File: config.mk
export PLATFORM = sky130hd
export DESIGN_NAME = iob_uart16550_txstream
export DESIGN_NICKNAME = d
export VERILOG_FILES = /design/src/rtl/iob_uart16550_txstream.sv
export SDC_FILE = /design/constraint.sdc
export NUM_CORES = 1
export LEC_CHECK = 0
export ABC_AREA = 1
export BUFFER_PORTS_ARGS = -buffer_cell sky130_fd_sc_hd__buf_4
export CAP_MARGIN = 5
export CORE_MARGIN = 4
export CORE_UTILIZATION = 35
export DETAILED_ROUTE_END_ITERATION = 6
export MAX_ROUTING_LAYER = met4
export PLACE_DENSITY = 0.69
export SLEW_MARGIN = 20
export SYNTH_ARGS = -nofsm -noshare
export SYNTH_HDL_FRONTEND = slang
export SYNTH_SLANG_ARGS = --single-unit
export TNS_END_PERCENT = 100
File: constraint.sdc
create_clock -name clk_i -period 3.4 [get_ports clk_i]
set_clock_uncertainty 0.05 [all_clocks]
set_input_delay 0.34 -clock clk_i [delete_from_list [all_inputs] [get_ports clk_i]]
set_output_delay 0.34 -clock clk_i [all_outputs]
set_load 0.05 [all_outputs]
File: src/rtl/iob_uart16550_txstream.sv
// Byte-stream transmit front end for the UART16550: programs the core over its IOb
// slave port once, then feeds THR in bursts gated by an LSR.THRE credit counter.
module iob_uart16550_txstream #(
   parameter int ADDR_W     = 5,
   parameter int DATA_W     = 32,
   parameter int FIFO_DEPTH = 16
) (
   input  logic                               clk_i,
   input  logic                               cke_i,
   input  logic                               arst_n_i,
   input  logic                               init_i,
   input  logic [15:0]                        div_i,
   output logic                               init_done_o,
   output logic                               busy_o,
   input  logic [7:0]                         s_tdata_i,
   input  logic                               s_tvalid_i,
   output logic                               s_tready_o,
   output logic                               iob_avalid_o,
   output logic [ADDR_W-1:0]                  iob_addr_o,
   output logic [DATA_W-1:0]                  iob_wdata_o,
   output logic [DATA_W/8-1:0]                iob_wstrb_o,
   input  logic                               iob_ready_i,
   input  logic                               iob_rvalid_i,
   input  logic [DATA_W-1:0]                  iob_rdata_i,
   output logic [3:0]                         dbg_state_o,
   output logic [$clog2(FIFO_DEPTH+1)-1:0]    dbg_credit_o
);

   localparam int CREDIT_W = $clog2(FIFO_DEPTH + 1);
   localparam int STRB_W   = DATA_W / 8;

   localparam logic [3:0] ST_IDLE  = 4'd0;
   localparam logic [3:0] ST_CFG0  = 4'd1;
   localparam logic [3:0] ST_CFG1  = 4'd2;
   localparam logic [3:0] ST_CFG2  = 4'd3;
   localparam logic [3:0] ST_CFG3  = 4'd4;
   localparam logic [3:0] ST_CFG4  = 4'd5;
   localparam logic [3:0] ST_POLL  = 4'd6;
   localparam logic [3:0] ST_PWAIT = 4'd7;
   localparam logic [3:0] ST_SEND  = 4'd8;
   localparam logic [3:0] ST_WR    = 4'd9;

   localparam logic [ADDR_W-1:0] ADDR_THR = ADDR_W'(0);
   localparam logic [ADDR_W-1:0] ADDR_DLL = ADDR_W'(0);
   localparam logic [ADDR_W-1:0] ADDR_DLM = ADDR_W'(1);
   localparam logic [ADDR_W-1:0] ADDR_FCR = ADDR_W'(2);
   localparam logic [ADDR_W-1:0] ADDR_LCR = ADDR_W'(3);
   localparam logic [ADDR_W-1:0] ADDR_LSR = ADDR_W'(5);

   logic [3:0]          state_q, state_d;
   logic [CREDIT_W-1:0] credit_q, credit_d;
   logic [15:0]         div_q, div_d;
   logic                done_d;
   logic                avalid_d;
   logic [ADDR_W-1:0]   addr_d;
   logic [DATA_W-1:0]   wdata_d;
   logic [STRB_W-1:0]   wstrb_d;
   logic                req_en, req_wr;
   logic [ADDR_W-1:0]   req_addr;
   logic [7:0]          req_byte;
   logic                bus_accept;
   logic [7:0]          lsr_byte;
   logic                lsr_unused;

   // Handshakes: a stream byte moves when s_tvalid_i & s_tready_o; an IOb request
   // moves when iob_avalid_o & iob_ready_i and is held stable until then.
   assign bus_accept = iob_avalid_o & iob_ready_i;

   function automatic logic [STRB_W-1:0] lane_strb(input logic [ADDR_W-1:0] a);
      logic [STRB_W-1:0] s;
      s = '0;
      for (int i = 0; i < STRB_W; i++) s[i] = (a[1:0] == 2'(i));
      return s;
   endfunction

   always_comb begin
      lsr_byte = 8'h00;
      for (int i = 0; i < STRB_W; i++)
         if (iob_addr_o[1:0] == 2'(i)) lsr_byte = iob_rdata_i[8*i +: 8];
   end

   assign lsr_unused = ^{lsr_byte[7:6], lsr_byte[4:0]};

   always_comb begin
      state_d  = state_q;
      credit_d = credit_q;
      div_d    = div_q;
      done_d   = init_done_o;
      req_en   = 1'b0;
      req_wr   = 1'b1;
      req_addr = ADDR_THR;
      req_byte = 8'h00;
      case (state_q)
         ST_IDLE: if (init_i) begin
            div_d    = div_i;
            state_d  = ST_CFG0;
            req_en   = 1'b1;
            req_addr = ADDR_LCR;
            req_byte = 8'h83;
         end
         ST_CFG0: if (bus_accept) begin
            state_d  = ST_CFG1;
            req_en   = 1'b1;
            req_addr = ADDR_DLL;
            req_byte = div_q[7:0];
         end
         ST_CFG1: if (bus_accept) begin
            state_d  = ST_CFG2;
            req_en   = 1'b1;
            req_addr = ADDR_DLM;
            req_byte = div_q[15:8];
         end
         ST_CFG2: if (bus_accept) begin
            state_d  = ST_CFG3;
            req_en   = 1'b1;
            req_addr = ADDR_LCR;
            req_byte = 8'h03;
         end
         ST_CFG3: if (bus_accept) begin
            state_d  = ST_CFG4;
            req_en   = 1'b1;
            req_addr = ADDR_FCR;
            req_byte = 8'h07;
         end
         ST_CFG4: if (bus_accept) begin
            state_d  = ST_SEND;
            done_d   = 1'b1;
            credit_d = '0;
         end
         ST_SEND: begin
            if (credit_q != '0) begin
               if (s_tvalid_i) begin
                  state_d  = ST_WR;
                  req_en   = 1'b1;
                  req_addr = ADDR_THR;
                  req_byte = s_tdata_i;
               end
            end else if (s_tvalid_i) begin
               // Only spend bus bandwidth on LSR polls when there is data to send.
               state_d  = ST_POLL;
               req_en   = 1'b1;
               req_wr   = 1'b0;
               req_addr = ADDR_LSR;
            end
         end
         ST_WR: if (bus_accept) begin
            credit_d = credit_q - CREDIT_W'(1);
            state_d  = ST_SEND;
         end
         ST_POLL: if (bus_accept) state_d = ST_PWAIT;
         ST_PWAIT: if (iob_rvalid_i) begin
            if (lsr_byte[5]) begin
               credit_d = CREDIT_W'(FIFO_DEPTH);
               state_d  = ST_SEND;
            end else begin
               state_d  = ST_POLL;
               req_en   = 1'b1;
               req_wr   = 1'b0;
               req_addr = ADDR_LSR;
            end
         end
         default: state_d = ST_IDLE;
      endcase
   end

   always_comb begin
      avalid_d = iob_avalid_o & ~iob_ready_i;
      addr_d   = iob_addr_o;
      wdata_d  = iob_wdata_o;
      wstrb_d  = iob_wstrb_o;
      if (req_en) begin
         avalid_d = 1'b1;
         addr_d   = req_addr;
         wdata_d  = {STRB_W{req_byte}};
         wstrb_d  = req_wr ? lane_strb(req_addr) : '0;
      end
   end

   always_ff @(posedge clk_i or negedge arst_n_i) begin
      if (!arst_n_i) begin
         state_q      <= ST_IDLE;
         credit_q     <= '0;
         div_q        <= '0;
         init_done_o  <= 1'b0;
         iob_avalid_o <= 1'b0;
         iob_addr_o   <= '0;
         iob_wdata_o  <= '0;
         iob_wstrb_o  <= '0;
      end else if (cke_i) begin
         state_q      <= state_d;
         credit_q     <= credit_d;
         div_q        <= div_d;
         init_done_o  <= done_d;
         iob_avalid_o <= avalid_d;
         iob_addr_o   <= addr_d;
         iob_wdata_o  <= wdata_d;
         iob_wstrb_o  <= wstrb_d;
      end
   end

   // Ready is a pure function of state and credit so upstream never sees a loop.
   assign s_tready_o   = (state_q == ST_SEND) && (credit_q != '0);
   assign busy_o       = !((state_q == ST_IDLE) || (state_q == ST_SEND));
   assign dbg_state_o  = state_q;
   assign dbg_credit_o = credit_q;

endmodule
==> out/qor.csv <==
metric;value;unit
status;completed;
r2r_start;dbg_state_o[2];
path_depth;6;
route.detailed.drc;0;
grt_max_degree;43;
synth_top_area_share;41.30;%
die_y;93.27;um
worstHoldPathCells;2;
layout.nets;432;
max_freq;465.7;MHz
synth_area;2545;um^2
worst_setup_path_start_kind;flip-flop;
h-tree-depth;2;
drive_gt1_share;37.77;%
peakVddDrop;0.4320;mV
ctsHoldBuffers;1;
synth_top_cell_by_area;dfrtp_1;
fin_crit_sh;63.16;%
grtUsageMet1;17.49;%
core_area;6944;um^2
p_per_area;1078;nW/um^2
holdCritPathClass;input port to flip-flop;
antenna_cells;0;
clock_path_buffers;2;
max_cap_viol_count;0;
reg2reg_slack;1.65;ns
rsz0062_at_grt;false;
antenna_left;0;
hold_end;div_q[6];
use_met2;22.22;%
drt_wl_total;5.912;mm
rr_worst_depth;8;
crit_buf_inv;3;
rows;30;
cp_data_required_time;3.01;ns
cts_tree;yes;
cp.arrival;1.76;ns
min-delay-start;div_i[6];
hpwl;4.699;mm
grt_pass1_wl;9.480;mm
reg2reg_to;iob_wstrb_o[0];
crit_path_max_fanout;10;
synth_cell_types;28;
numPortBuffers;86;
die_x;93.27;um
syn_avg_cell_area;8.427;um^2
firstDrtPassIters;4;
total_power;3425;uW
gr-usage-met3;2.574;%
ios;117;
clock_sinks;42;
cpPeakStageDelay;0.42;ns
clkTransAtPathRegs;0.08;ns
cts-root-buf;clkbuf_8;
synth.ff_latch_count;42;
cp_slowest_cell;dfrtp_1;
crit_family;simple AND/OR/NAND/NOR gates;
synth_area_leaders;dfrtp_1, nand2_1, buf_4;
cts_resized;0;
drtIter0Drc;107;
p_leak;0.001744;uW
nFillCells;695;
wire_per_inst;12.74;um
critical_path.cell_chain;inv_1, ha_1, nand3_1, nand2_1, inv_1, buf_4;
syn2layout_area_growth;24.83;%
finalSetupTns;0;ns
path_class;flip-flop to output port;
grt_pass1_vias;2039;
finalHoldViolCount;0;
synthCells;302;
vias;2108;
grt_use_total;13.84;%
top_usage_layer;met2;
clk_latency;0.29;ns
cp_common_cell;inv_1;
die-area;8699;um^2
cts_setup_buffers;0;
gr-total-overflow;0;
period_needed;2.147;ns
tightestPinTransition;0.5212;ns
crit_path_end_kind;output port;
slew_violations;0;
antenna_found_initial;0;
gp_congestion;0.8073;
relSlewSlack;65.25;%
numCtsBuffers;5;
vias_per_cell;4.543;
finalSetupViolations;0;
start_util;36.65;%
yosysSeqAreaShare;41.30;%
yosysWarnings;0;
-- where the power goes --
group	total [uW]	switching, uW	internal (uW)
sequential	916	203	713
clock	316	171	145
combinational	2190	1500	692
-- cells by family after synthesis --
| kind of cell | count (synthesis) | synth area share (%) |
|---|---|---|
| flip-flops | 42 | 41.30 |
| multiplexers | 16 | 8.554 |
| AND/OR/NAND/NOR | 171 | 31.71 |
| other | 1 | 0.1474 |
| AO/OA/AOI/OAI | 17 | 4.326 |
| XOR/XNOR | 2 | 0.6884 |
| adder cells (fa/ha/maj) | 2 | 0.9831 |
| buffers and inverters | 51 | 12.29 |
-- registers in the layout, indices dropped and copies added (netlist names) --
register and count:
div_q 16, iob_addr_o 3, dbg_credit_o 5, iob_wdata_o 8, iob_avalid_o 1, iob_wstrb_o 4
dbg_state_o 4, init_done_o 1
-- layout by cell type (no fill, tap or decap), drive strengths merged --
master	n
nor2	18
clkbuf	6
buf	86
or2	3
nand2	113
o21ai	7
mux2	16
conb	2
nand3	31
xnor2	2
dlygate4sd3	1
ha	2
clkinv	2
dfrtp	42
nand4	5
inv	21
a21oi	9
nor3	1
o21bai	1
-- metal layers --
| metal | routed length (um) | share of wire [%] |
|---|---|---|
| met5 | 0 | 0 |
| met2 | 2867 | 48 |
| met3 | 304 | 5.1 |
| met1 | 2604 | 44 |
| met4 | 136 | 2.3 |
-- through the flow --
step	hold WS [ns]	std cells	setup WS, ns	cell area (um^2)	util, %
final	0.2203	464	1.253	3177	45.75
after global routing	0.2128	464	1.115	3177	45.75
after CTS	0.2161	464	1.238	3177	45.75
after detailed placement	0.3090	455	1.575	3080	44.36
after global placement	0.3062	455	1.575	3080	44.36
after floorplan	-0.005591	303	1.364	2549	-
-- cell type report --
cell class                      count  area, um^2  share of cell area (%)
Inverter                           21       78.83                   2.481
Sequential cell                    42        1051                   33.08
Tap cell                           96       120.1                   3.781
Clock buffer                        6       72.57                   2.284
Timing Repair Buffer               87       655.6                   20.64
Clock inverter                      2       13.76                  0.4332
Multi-Input combinational cell    210        1185                   37.30
-- synth_stat cells --
cell type,instances
nand2_1,103
dfrtp_1,42
nand3_1,29
buf_4,26
inv_1,17
mux2_4,10
nor2_1,9
a21oi_1,7
nand2_2,7
mux2_2,6
nand4_1,5
nor2_4,5
o21ai_0,5
inv_2,4
nor2_2,4
buf_6,3
nand2_4,3
or2_2,3
a21oi_4,2
ha_1,2
o21ai_1,2
xnor2_1,2
buf_2,1
conb_1,1
nand3_2,1
nand3_4,1
nor3_1,1
o21bai_1,1
-- worst max path at each step --
stage | startpoint | end | slack (ns)
floorplan | dbg_credit_o[0] | s_tready_o | 1.36
global placement | dbg_credit_o[0] | s_tready_o | 1.58
detailed placement | dbg_credit_o[0] | s_tready_o | 1.57
CTS | dbg_credit_o[0] | s_tready_o | 1.24
global route | dbg_credit_o[0] | s_tready_o | 1.12
finish | dbg_credit_o[0] | s_tready_o | 1.25
Power figures use the tool's default switching activity.
